**src/rtl/vga_ordered_dither.sv**
```systemverilog
// Pixel-rate colour reduction from IN_WIDTH to OUT_WIDTH bits, by saturation or 4x4 Bayer dithering.
// Colour and sync share a 2 pix_ce latency; pix_ce=0 freezes every register (no other backpressure).
module vga_ordered_dither #(
    parameter int IN_WIDTH    = 6,
    parameter int OUT_WIDTH   = 4,
    parameter int MODE        = 1,
    parameter bit SYNC_ACTIVE = 1'b0
) (
    input  logic                 clk,
    input  logic                 resetn,
    input  logic                 pix_ce,
    input  logic [IN_WIDTH-1:0]  in_r,
    input  logic [IN_WIDTH-1:0]  in_g,
    input  logic [IN_WIDTH-1:0]  in_b,
    input  logic                 in_hsync,
    input  logic                 in_vsync,
    output logic [OUT_WIDTH-1:0] vga_r,
    output logic [OUT_WIDTH-1:0] vga_g,
    output logic [OUT_WIDTH-1:0] vga_b,
    output logic                 vga_hs,
    output logic                 vga_vs
);
    localparam int SHIFT = IN_WIDTH - OUT_WIDTH;
    localparam int SW    = IN_WIDTH + 1;
    localparam logic [SW-1:0] OUT_MAX = SW'((1 << OUT_WIDTH) - 1);
    localparam logic SYNC_IDLE = ~SYNC_ACTIVE;

    if (SHIFT < 1 || SHIFT > 4) begin : g_bad_shift
        $error("vga_ordered_dither: IN_WIDTH-OUT_WIDTH must be in 1..4");
    end

    function automatic logic [3:0] bayer(input logic [1:0] row, input logic [1:0] col);
        logic [3:0] v;
        case ({row, col})
            4'h0: v = 4'd0;
            4'h1: v = 4'd8;
            4'h2: v = 4'd2;
            4'h3: v = 4'd10;
            4'h4: v = 4'd12;
            4'h5: v = 4'd4;
            4'h6: v = 4'd14;
            4'h7: v = 4'd6;
            4'h8: v = 4'd3;
            4'h9: v = 4'd11;
            4'hA: v = 4'd1;
            4'hB: v = 4'd9;
            4'hC: v = 4'd15;
            4'hD: v = 4'd7;
            4'hE: v = 4'd13;
            default: v = 4'd5;
        endcase
        return v;
    endfunction

    logic       hs_prev;
    logic       vs_prev;
    logic       h_edge;
    logic       v_edge;
    logic [1:0] x;
    logic [1:0] y;
    logic [3:0] thr;

    assign h_edge = (in_hsync == SYNC_ACTIVE) && (hs_prev == SYNC_IDLE);
    assign v_edge = (in_vsync == SYNC_ACTIVE) && (vs_prev == SYNC_IDLE);
    assign thr    = bayer(y, x) >> (4 - SHIFT);

    // Phase follows the undelayed syncs; a vsync edge overrides the line increment.
    always_ff @(posedge clk or negedge resetn) begin
        if (!resetn) begin
            x       <= 2'd0;
            y       <= 2'd0;
            hs_prev <= SYNC_IDLE;
            vs_prev <= SYNC_IDLE;
        end else if (pix_ce) begin
            hs_prev <= in_hsync;
            vs_prev <= in_vsync;
            if (h_edge) x <= 2'd0;
            else        x <= x + 2'd1;
            if (v_edge)      y <= 2'd0;
            else if (h_edge) y <= y + 2'd1;
        end
    end

    logic [IN_WIDTH-1:0]  chan_in [3];
    logic [SW-1:0]        s_next  [3];
    logic [SW-1:0]        s_d     [3];
    logic [SW-1:0]        scaled  [3];
    logic [OUT_WIDTH-1:0] q_next  [3];
    logic [OUT_WIDTH-1:0] q_d     [3];
    logic                 hs_d;
    logic                 vs_d;

    assign chan_in[0] = in_r;
    assign chan_in[1] = in_g;
    assign chan_in[2] = in_b;

    // One extra sum bit keeps full-scale plus threshold from wrapping to zero.
    always_comb begin
        for (int c = 0; c < 3; c++) begin
            s_next[c] = SW'(chan_in[c]);
            scaled[c] = s_d[c];
            if (MODE == 1) begin
                s_next[c] = SW'(chan_in[c]) + SW'(thr);
                scaled[c] = s_d[c] >> SHIFT;
            end
            q_next[c] = (scaled[c] > OUT_MAX) ? '1 : scaled[c][OUT_WIDTH-1:0];
        end
    end

    always_ff @(posedge clk or negedge resetn) begin
        if (!resetn) begin
            for (int c = 0; c < 3; c++) begin
                s_d[c] <= '0;
                q_d[c] <= '0;
            end
            hs_d   <= SYNC_IDLE;
            vs_d   <= SYNC_IDLE;
            vga_hs <= SYNC_IDLE;
            vga_vs <= SYNC_IDLE;
        end else if (pix_ce) begin
            for (int c = 0; c < 3; c++) begin
                s_d[c] <= s_next[c];
                q_d[c] <= q_next[c];
            end
            hs_d   <= in_hsync;
            vs_d   <= in_vsync;
            vga_hs <= hs_d;
            vga_vs <= vs_d;
        end
    end

    assign vga_r = q_d[0];
    assign vga_g = q_d[1];
    assign vga_b = q_d[2];

endmodule

```
**config.mk**
```make
export PLATFORM = sky130hd
export DESIGN_NAME = vga_ordered_dither
export DESIGN_NICKNAME = d
export VERILOG_FILES = /design/src/rtl/vga_ordered_dither.sv
export SDC_FILE = /design/constraint.sdc
export NUM_CORES = 1
export LEC_CHECK = 0
export ABC_CLOCK_PERIOD_IN_PS = 3150
export BUFFER_PORTS_ARGS = -buffer_cell sky130_fd_sc_hd__buf_2
export CAP_MARGIN = 20
export CORE_ASPECT_RATIO = 1.5
export CORE_UTILIZATION = 44
export CTS_BUF_LIST = sky130_fd_sc_hd__clkbuf_4 sky130_fd_sc_hd__clkbuf_8
export CTS_CLUSTER_DIAMETER = 120
export CTS_CLUSTER_SIZE = 20
export DETAILED_ROUTE_END_ITERATION = 10
export PLACE_DENSITY = 0.72
export SKIP_CTS_REPAIR_TIMING = 1
export SYNTH_ARGS = -nofsm -noshare
export SYNTH_HDL_FRONTEND = slang
export SYNTH_SLANG_ARGS = --single-unit
```
**constraint.sdc**
```tcl
create_clock -name clk -period 3.15 [get_ports clk]
set_input_delay 0.1575 -clock clk [delete_from_list [all_inputs] [get_ports clk]]
set_output_delay 0.1575 -clock clk [all_outputs]
set_load 0.02 [all_outputs]
```
### Word-level counts from Yosys, hierarchy flattened

Memory sizes are Yosys's and may differ from the RTL's.
Cells that the tools add are included.

| cells by class | value |
|---|---|
| bitwise logic cells | 2 |
| magnitude comparators | 3 |
| reduce and logical (&&, ||, !) cells | 4 |
| mux-type cells | 6 |
| add/subtract/negate cells | 5 |

Operators with widths:

| cell | number |
|---|---|
| adder 6 x 2 -> 7 bit | 3 |
| greater-than comparator 5 x 4 -> 1 bit (second input constant) | 3 |
| 2-to-1 mux 4 bit | 3 |
| 2-to-1 mux 2 bit | 3 |
| adder 2 x 1 -> 2 bit (second input constant) | 2 |
| logical AND 1 bit | 2 |
| NOT 1 bit | 2 |
| AND reduction 2 bit | 1 |
| nonzero test 2 bit | 1 |

| storage, ports and cells | value |
|---|---|
| logic and storage cells | 33 |
| bits of input ports | 23 |
| memories kept | 1 |
| output and inout port bits | 14 |
| ROM bits | 64 |
| register bits | 41 |

Memory list:

| memory | words | bits a word | rd ports | clocked after Yosys merged registers in | write ports | RTL line | source |
|---|---|---|---|---|---|---|---|
| (name not given) | 16 | 4 | 1 | 0 | 0 | 34 | `case ({row, col})` |

### Longest topological paths before layout

Gate-level depths: netlist of the first run.

| logic depth | value |
|---|---|
| word-level depth | 4 |
| mapped depth | 5 |
| depth with buffers taken out | 5 |

### Worst setup path after synthesis of the first run

OpenSTA, ideal clock, no wires.

| timing | value |
|---|---|
| kind | flip-flop to flip-flop |
| from | register y[0] |
| to | register s_d[2] (netlist bit) |
| setup time | 0.125 ns |
| period minus slack after synthesis | 1.760 ns |
| buffers on the path | 0 |
| data arrival time | 1.635 ns |
| setup slack | 1.390 ns |
| required time | 3.025 ns |
| cell stages (with the launch flop) | 6 |
| cells stage by stage | dfrtp_1 xor2_1 ha_1 a31oi_1 xnor2_1 mux2_2 |

| between the ends | value |
|---|---|
| cells in the longest elaborated chain, start to end | 2 |

RTL lines:

| item | RTL line | source |
|---|---|---|
| from (decl) | 60 | `logic [1:0] y;` |
| from (signal assigned) | 80 | `else if (h_edge) y <= y + 2'd1;` |
| memory (16 x 4 bit) | - |  |
| adder 6 x 2 -> 7 bit | 103 | `s_next[c] = SW'(chan_in[c]) + SW'(thr);` |
| to (signal, indexed assignment) | 122 | `s_d[c] <= s_next[c];` |
| to (decl) | 86 | `logic [SW-1:0] s_d [3];` |

Every way passes these cells.
A chain may end at the register's enable or synchronous reset.

### Worst setup path in the final report of the first run

Ends and elaborated chain as after synthesis.

==> flow_metrics.py, run 1 <==
metrics = {
    "cells_and_area": {
        "area_growth_pct": 19.69,
        "nets": 219,
        "fill_cells": 301,
        "diodes": 0,
        "drive_gt1_share_pct": 29.38,
        "fin_cells": 234,
    },
    "place": {
        "place.detailed.hpwl_microns": 2161,
        "dpl.cell_count": 225,
        "place_congestion": 0.7794,
        "port_buffers": 36,
        "pre_cts_ws_ns": 1.187,
    },
    "yosys": {
        "synth_area_sq_um": 1519,
        "synth.most_common_cell": "nor2_1",
        "synth_nets": 182,
        "synth_edf_count": 0,
        "async_flop_share_pct": 100.0,
        "synth_top_area_share_pct": 47.78,
        "synth_area_leader_cell": "dfrtp_1",
        "yosysWarnings": 0,
        "ys_seq_area_share_pct": 54.70,
        "synth.avg_cell_area_sq_um": 9.737,
        "synth_seq_cells": 33,
        "synth.area.top_cells": "dfrtp_1 (48%), nor2_1 (8.4%), dfstp_2 (6.9%), a31oi_1 (4.9%), mux2_2 (4.4%)",
        "synth_flop_cell": "dfrtp_1",
        "yosys-top-cells-count": "nor2_1 (34), dfrtp_1 (29), a21oi_1 (12), a31oi_1 (12), o21ai_0 (12)",
        "syn-instance-count": 156,
        "ys_types": 25,
    },
    "route": {
        "first_iter_violations": 34,
        "avgRoutedWirePerCell_microns": 12.86,
        "via_count": 1258,
        "routed_wl_microns": 3010,
        "drt-pass1-iter-count": 4,
        "drc": 0,
        "via_per_inst": 5.376,
        "antenna_left": 0,
    },
    "clock_network": {
        "htreeDepth": 2,
        "cts_made_buffers": 5,
        "cts_tree": "built",
        "numClockSinks": 33,
        "root_buffer": "clkbuf_8",
        "clock_latency_ns": 0.28,
        "path_clk_slew_ns": 0.07,
        "clock_path_buffers": 2,
    },
    "global_route": {
        "gr-total-overflow": 0,
        "grt_max_degree": 61,
        "grt_usage_pct": 18.18,
        "grt_pass1_vias": 1228,
        "grt_pass1_wl_microns": 5037,
        "antenna_found_initial": 0,
    },
    "sta": {
        "drv_slew": 0,
        "skew_ns": 0.004217,
        "setup_violations": 0,
        "fin_ws_ns": 1.162,
        "fin_tns_setup_ns": 0,
        "timing.hold.ws_ns": 0.1046,
        "post-route-min-period_ns": 1.988,
        "hold_viol_final": 0,
        "finalCritPeriodShare_pct": 63.10,
        "max_slew_margin_pct": 35.76,
        "fmax_ghz": 0.5031,
        "worstMarginPinSlew_ns": 0.9637,
        "rsz0062_at_grt": "false",
    },
    "power_and_ir_drop": {
        "total_power_mw": 1.095,
        "ir_worst_vdd_v": 0.0003827,
        "p_leak_nw": 0.8122,
        "p_per_area_nw_per_um2": 602.1,
    },
    "die": {
        "design.die.area_sq_um": 3696,
        "fp.coreArea_sq_um": 3222,
        "die_h_microns": 73.96,
        "ios": 37,
        "rows": 25,
        "start_util_pct": 47.15,
        "dieWidth_microns": 49.98,
    },
    "status": {
        "status": "finished clean",
    },
    "worst_setup_path": {
        "cp.arrival_ns": 2.15,
        "cp-startpoint": "y[0]$_DFFE_PN0P_",
        "crit_slowest_cell": "a31oi_1",
        "slowest_delay_ns": 0.47,
        "end_kind": "register",
        "rr_startpoint": "y[0]$_DFFE_PN0P_",
        "crit_path_cell_trace": "xor2_1 > ha_1 > a31oi_1 > xnor2_1 > mux2_2",
        "crit_family": "compound AO/OA/AOI/OAI gates",
        "critical_path_class": "reg2reg",
        "critPathBufInv": 0,
        "crit_required_ns": 3.32,
        "start_kind": "register",
        "crit_fanout": 8,
    },
    "job": {
        "maxCapViolations": 0,
    },
    "hold_path": {
        "hp-class": "in2reg",
        "worstHoldStart": "in_hsync",
    },
}
routing by layer:
layer,GRT usage (%),up-vias,wire length [microns]
li1,-,619,-
met1,19.29,591,1281
met2,33.03,40,1525
met3,3.681,8,133
met4,10.79,0,69
met5,0,-,0
cells by family (layout without fill, tap and decap cells):
family | Yosys count | in the layout | synth area share (%)
simple gates | 56 | 56 | 16.80
compound gates | 40 | 40 | 15.32
flops | 33 | 33 | 54.70
buf+inv | 13 | 51 | 3.294
mux | 7 | 7 | 5.107
xor+xnor | 4 | 4 | 2.307
fa+ha+maj | 3 | 3 | 2.471
flip-flops by register name, summed over array words and instances (netlist names):
signal	count
vga_r	4
vs_prev	1
vga_g	4
vga_b	4
vga_vs	1
hs_prev	1
x	1
vga_hs	1
y	1
s_d	15
cell usage in the layout, fill, tap and decap left out:
| cell type | instances |
|---|---|
| a21oi_1 | 12 |
| a22o_2 | 1 |
| a31oi_1 | 12 |
| a41o_1 | 1 |
| buf_2 | 36 |
| clkbuf_4 | 1 |
| clkbuf_8 | 5 |
| clkinv_2 | 2 |
| dfrtp_1 | 29 |
| dfstp_2 | 4 |
| dlygate4sd3_1 | 1 |
| ha_1 | 3 |
| inv_1 | 6 |
| mux2_2 | 6 |
| mux2i_1 | 1 |
| nand2_1 | 4 |
| nand3_1 | 3 |
| nand4_1 | 2 |
| nor2_1 | 34 |
| nor2b_1 | 3 |
| nor3b_1 | 1 |
| o21ai_0 | 12 |
| o32ai_1 | 2 |
| or3_1 | 7 |
| or3_2 | 2 |
| xnor2_1 | 3 |
| xor2_1 | 1 |
per-stage QoR:
stage	util, %	area, sq um
2_1_floorplan	-	1519
3_3_place_gp	53.44	1722
3_5_place_dp	53.44	1722
4_1_cts	56.12	1808
5_1_grt	56.43	1818
6_report	56.43	1818
worst paths after layout:
path                                        end  slack (ns)  cells past startpoint
setup / recovery             s_d[2]$_DFFE_PN0P_        1.16                      5
min in group asynchronous    s_d[9]$_DFFE_PN0P_        0.46                      2
hold / removal              hs_prev$_DFFE_PN1P_        0.10                      3
max in group asynchronous  vga_r[1]$_DFFE_PN0P_        2.23                      2
hold reg to reg                x[0]$_DFFE_PN0P_        0.51                      1
setup reg to reg             s_d[2]$_DFFE_PN0P_        1.16                      5
where the power goes:
part	internal, mW	switching (mW)	total, mW
Sequential	0.496	0.0383	0.534
Clock	0.161	0.146	0.307
Combinational	0.102	0.151	0.253
cell type report:
type                            count  area [sq um]  share of cell area (%)
Multi-Input combinational cell    110         638.1                   35.10
Clock inverter                      2         10.01                  0.5506
Timing Repair Buffer               37         190.2                   10.46
Tap cell                           40         50.05                   2.753
Sequential cell                    33         830.8                   45.70
Clock buffer                        6         76.32                   4.198
Inverter                            6         22.52                   1.239
tightest hold or removal path, cell delays in order:
cell and delay [ns]:
buf_2 0.11, nand2_1 0.04, o21ai_0 0.06
(Power assumes the default switching activity.)
==> run 2: changes to the inputs <==
- ABC_CLOCK_PERIOD_IN_PS: 3150 -> 1800
- PLACE_DENSITY: 0.72 -> 0.74
- clock period: 3.15 -> 1.8 ns (I/O delays scaled with it)
==> run 2 against run 1 <==
Net effect:
- cell count increased by 4.3%
- clock power increased by 85%
- total power increased by 85%
- critical endpoint is now s_d[18]$_DFFE_PN0P_
- setup slack got worse by 1.1 ns
- flip-flop and latch count unchanged
- largest cell class unchanged
- critical path type unchanged
- routed wire length increased by 5.8%
- maximum frequency increased by 16%
==> flow_metrics.py, run 2 (synthesis results as in run 1) <==
metrics = {
    "status": {
        "status": "finished clean",
    },
    "cells_and_area": {
        "final_cell_mix": "buf_2 (36), nor2_1 (34), dfrtp_1 (29)",
        "diodes": 0,
        "largest_register_ffs": 15,
        "drive_gt1_share_pct": 33.33,
        "final_common_cell": "buf_2",
        "area_growth_pct": 26.36,
        "fin_util_pct": 59.57,
        "top_register": "s_d",
        "nets": 230,
    },
    "power_and_ir_drop": {
        "p_per_area_nw_per_um2": 1054,
        "total_power_mw": 2.023,
        "ir_worst_vdd_v": 0.0005892,
        "p_leak_nw": 0.8675,
    },
    "route": {
        "first_iter_violations": 28,
        "drt-pass1-iter-count": 4,
        "via_per_inst": 5.209,
        "routed_wl_microns": 3184,
        "drc": 0,
        "avgRoutedWirePerCell_microns": 13.05,
        "via_count": 1271,
        "antenna_left": 0,
    },
    "worst_setup_path": {
        "critPathBufInv": 1,
        "start_kind": "register",
        "worstRegToRegCells": 6,
        "critical_path_class": "reg2reg",
        "crit_path_cell_trace": "xor2_2 > ha_1 > a31oi_1 > buf_4 > or3_1 > a31oi_1",
        "crit_slowest_cell": "dfrtp_1",
        "timing.rr.end": "s_d[18]$_DFFE_PN0P_",
        "end_kind": "register",
        "crit_required_ns": 2.01,
        "crit_family": "flip-flops",
        "crit_top_cell": "a31oi_1",
        "slowest_delay_ns": 0.41,
        "r2r_setup_slack_ns": 0.08,
        "crit_fanout": 6,
        "rr_startpoint": "y[0]$_DFFE_PN0P_",
        "cp.arrival_ns": 1.93,
    },
    "hold_path": {
        "holdPathStages": 3,
        "hp-class": "in2reg",
        "worstHoldStart": "in_hsync",
        "holdPathEnd": "hs_prev$_DFFE_PN1P_",
    },
    "sta": {
        "drv_slew": 0,
        "fin_tns_setup_ns": 0,
        "finalCritPeriodShare_pct": 95.39,
        "post-route-min-period_ns": 1.717,
        "worstMarginPinSlew_ns": 0.7240,
        "max_slew_margin_pct": 51.73,
        "hold_viol_final": 0,
        "fmax_ghz": 0.5824,
        "setup_violations": 0,
        "fin_ws_ns": 0.08304,
        "skew_ns": 0.002908,
    },
    "die": {
        "start_util_pct": 47.15,
        "rows": 25,
        "dieWidth_microns": 49.98,
        "fp.coreArea_sq_um": 3222,
        "die_h_microns": 73.96,
        "design.die.area_sq_um": 3696,
        "ios": 37,
    },
    "global_route": {
        "grt_pass1_wl_microns": 5106,
        "antenna_found_initial": 0,
        "grt_pass1_vias": 1211,
        "grt.met2_usage_pct": 31.68,
        "grt_usage_pct": 19.11,
        "grt_util_met1_pct": 21.61,
        "busiest_layer": "met2",
        "grt_util_met3_pct": 5.930,
        "gr-total-overflow": 0,
        "grt_max_degree": 34,
    },
    "place": {
        "port_buffers": 36,
        "place_congestion": 0.8619,
        "pre_cts_ws_ns": 0.01410,
        "place.detailed.hpwl_microns": 2212,
    },
    "clock_network": {
        "cts_tree": "built",
        "clock_latency_ns": 0.29,
        "numClockSinks": 33,
        "cts_made_buffers": 5,
        "clock_path_buffers": 2,
        "htreeDepth": 2,
        "path_clk_slew_ns": 0.06,
        "root_buffer": "clkbuf_8",
    },
    "job": {
        "maxCapViolations": 0,
    },
}
## run 2: changes by cell type in the layout (fill, tap and decap cells not counted), sizes merged
| cell | previous run | this run |
|---|---|---|
| buf | 36 | 47 |
| clkbuf | 6 | 7 |
| clkinv | 2 | 0 |
## run 2: final cells by class
cell class | instances | area [sq um]
inverters | 6 | 22.52
well taps | 40 | 50.05
clock buffers | 7 | 90.09
flip-flops and latches | 33 | 830.8
fillers | 289 | 1303
multi-input cells | 110 | 653.1
repair buffers | 48 | 272.8
## run 2: per-layer routing
| layer | wire length [microns] | up-vias |
|---|---|---|
| li1 | - | 642 |
| met1 | 1330 | 596 |
| met2 | 1625 | 27 |
| met3 | 146 | 6 |
| met4 | 82 | 0 |
| met5 | 0 | - |
## run 2: worst max path at each step
stage                     slack (ns)                  end  cells past startpoint              from
after CTS                      0.001  s_d[10]$_DFFE_PN0P_                      6  x[0]$_DFFE_PN0P_
after global placement          0.08  s_d[17]$_DFFE_PN0P_                      6  x[0]$_DFFE_PN0P_
after global routing           -0.01  s_d[17]$_DFFE_PN0P_                      7  y[0]$_DFFE_PN0P_
final                           0.08  s_d[18]$_DFFE_PN0P_                      6  y[0]$_DFFE_PN0P_
after floorplan                 0.04   s_d[2]$_DFFE_PN0P_                      5  y[0]$_DFFE_PN0P_
after detailed placement        0.01  s_d[10]$_DFFE_PN0P_                      6  x[0]$_DFFE_PN0P_
## run 2: stage by stage
step,area [sq um],hold slack [ns],instances
2_1_floorplan,1519,-0.2056,156
3_3_place_gp,1774,0.1900,232
3_5_place_dp,1774,0.1929,232
4_1_cts,1864,-0.1197,239
5_1_grt,1919,0.05716,244
6_report,1919,0.04366,244
## run 2: tightest hold or removal path, delay by kind of cell
kind	cells	cell delay, ns
simple gates	1	0.05
compound gates	1	0.07
buf+inv	1	0.11
## run 2: power by group
part | switching, mW | leakage [nW] | internal (mW)
sequential | 0.0626 | 0.374 | 0.868
clock | 0.251 | 0.0477 | 0.318
combinational | 0.286 | 0.445 | 0.238
total | 0.599 | 0.868 | 1.42
==> run 3: changes to the inputs <==
- MAX_ROUTING_LAYER: default -> met4
==> run 3 against run 2 <==
Net effect:
- critical endpoint unchanged
- critical path type unchanged
- sequential share of layout area unchanged
- cell count stayed put
- global-route usage up 0.62 points
- clock skew shrank 0.00059 ns
==> flow_metrics.py, run 3 (synthesis results as in run 1) <==
metrics = {
    "worst_setup_path": {
        "cp-startpoint": "y[0]$_DFFE_PN0P_",
        "worstRegToRegCells": 6,
        "rr_startpoint": "y[0]$_DFFE_PN0P_",
        "critical_path_class": "reg2reg",
        "crit_fanout": 6,
        "cp.arrival_ns": 1.93,
        "crit_required_ns": 2.01,
        "end_kind": "register",
        "start_kind": "register",
    },
    "global_route": {
        "grt_usage_pct": 19.73,
        "gr-total-overflow": 0,
        "grt_pass1_wl_microns": 5099,
        "grt_max_degree": 34,
        "grt_pass1_vias": 1215,
        "antenna_found_initial": 0,
    },
    "place": {
        "place_congestion": 0.8758,
        "port_buffers": 36,
        "pre_cts_ws_ns": 0.01410,
        "place.detailed.hpwl_microns": 2212,
        "dpl.cell_count": 232,
        "placed_cell_area_sq_um": 1774,
    },
    "clock_network": {
        "cts_made_buffers": 5,
        "clock_latency_ns": 0.29,
        "clock_path_buffers": 2,
        "root_buffer": "clkbuf_8",
        "cts_tree": "built",
        "numClockSinks": 33,
        "htreeDepth": 2,
        "path_clk_slew_ns": 0.06,
    },
    "die": {
        "fp.coreArea_sq_um": 3222,
        "dieWidth_microns": 49.98,
        "rows": 25,
        "start_util_pct": 47.15,
        "ios": 37,
        "die_h_microns": 73.96,
        "design.die.area_sq_um": 3696,
    },
    "sta": {
        "max_slew_margin_pct": 51.40,
        "fmax_ghz": 0.5812,
        "post-route-min-period_ns": 1.721,
        "fin_tns_setup_ns": 0,
        "worstMarginPinSlew_ns": 0.7290,
        "setup_violations": 0,
        "skew_ns": 0.002320,
        "drv_slew": 0,
        "fin_ws_ns": 0.07946,
        "hold_viol_final": 0,
        "finalCritPeriodShare_pct": 95.59,
    },
    "hold_path": {
        "worstHoldStart": "in_hsync",
        "hp-class": "in2reg",
        "holdPathStages": 3,
    },
    "power_and_ir_drop": {
        "power.net_switching_uw": 599.3,
        "p_sw_share_pct": 29.63,
        "power.internal_mw": 1.423,
        "p_comb_share_pct": 25.9,
        "pwr-share-clk_pct": 28.1,
        "p_leak_nw": 0.8675,
        "pwr-share-seq_pct": 46.0,
        "ir_worst_vdd_v": 0.0005896,
        "p_per_area_nw_per_um2": 1054,
    },
    "cells_and_area": {
        "fill_cells": 289,
        "area_growth_pct": 26.36,
        "final_common_cell": "buf_2",
        "top_register": "s_d",
        "final_cell_mix": "buf_2 (36), nor2_1 (34), dfrtp_1 (29)",
        "diodes": 0,
        "fin_util_pct": 59.57,
        "nets": 230,
        "drive_gt1_share_pct": 33.33,
        "final_area_sq_um": 1919,
        "multi_input_area_sq_um": 653.1,
        "fin_cells": 244,
        "regArea_sq_um": 830.8,
        "largest_register_ffs": 15,
    },
    "route": {
        "antenna_left": 0,
        "routed_wl_microns": 3173,
        "drt-pass1-iter-count": 4,
        "first_iter_violations": 25,
        "via_count": 1267,
        "avgRoutedWirePerCell_microns": 13.00,
        "drc": 0,
        "via_per_inst": 5.193,
    },
    "status": {
        "status": "finished clean",
    },
    "job": {
        "maxCapViolations": 0,
    },
}
==> run 3: cell counts in the layout (fill, tap and decap cells not counted) <==
No cell type changed its count.
==> run 3: final timing paths <==
kind | slack [ns] | to
worst max-delay path | 0.08 | s_d[18]$_DFFE_PN0P_
worst min-delay path | 0.04 | hs_prev$_DFFE_PN1P_
worst max register to register | 0.08 | s_d[18]$_DFFE_PN0P_
worst min register to register | 0.51 | s_d[2]$_DFFE_PN0P_
max in group asynchronous | 0.94 | vga_b[3]$_DFFE_PN0P_
min in group asynchronous | 0.39 | vga_g[2]$_DFFE_PN0P_
==> run 3: critical path, cell delays in order (launching register included) <==
cell and delay (ns):
dfrtp_1 0.41, xor2_2 0.21, ha_1 0.28, a31oi_1 0.07
buf_4 0.16, or3_1 0.35, a31oi_1 0.17
==> run 3: final cells by class <==
class,count,area share (%)
clock buffers,7,4.694
inverters,6,1.173
multi-input cells,110,34.03
flip-flops and latches,33,43.29
well taps,40,2.608
repair buffers,48,14.21
==> run 3: power by group through the flow <==
stage / Combinational, mW / Sequential [mW] / Clock, mW
after global placement: 0.473 / 0.936 / 0
after detailed placement: 0.488 / 0.943 / 0
after floorplan: 0.229 / 1.01 / 0
final: 0.525 / 0.930 / 0.568
after CTS: 0.489 / 0.930 / 0.584
after global routing: 0.582 / 0.944 / 0.609
==> run 3: stage by stage <==
step,hold WS (ns),power [mW]
3_3_place_gp,0.1900,1.409
4_1_cts,-0.1197,2.003
2_1_floorplan,-0.2056,1.237
3_5_place_dp,0.1929,1.431
6_report,0.04272,2.023
5_1_grt,0.05716,2.136
==> run 3: per-layer routing <==
metal | part of all wire, % | GRT usage, % | up-vias
met5 | 0 | - | -
li1 | - | - | 644
met3 | 4.9 | 5.930 | 7
met1 | 41 | 21.61 | 588
met4 | 2.2 | 11.43 | 0
met2 | 52 | 31.68 | 28
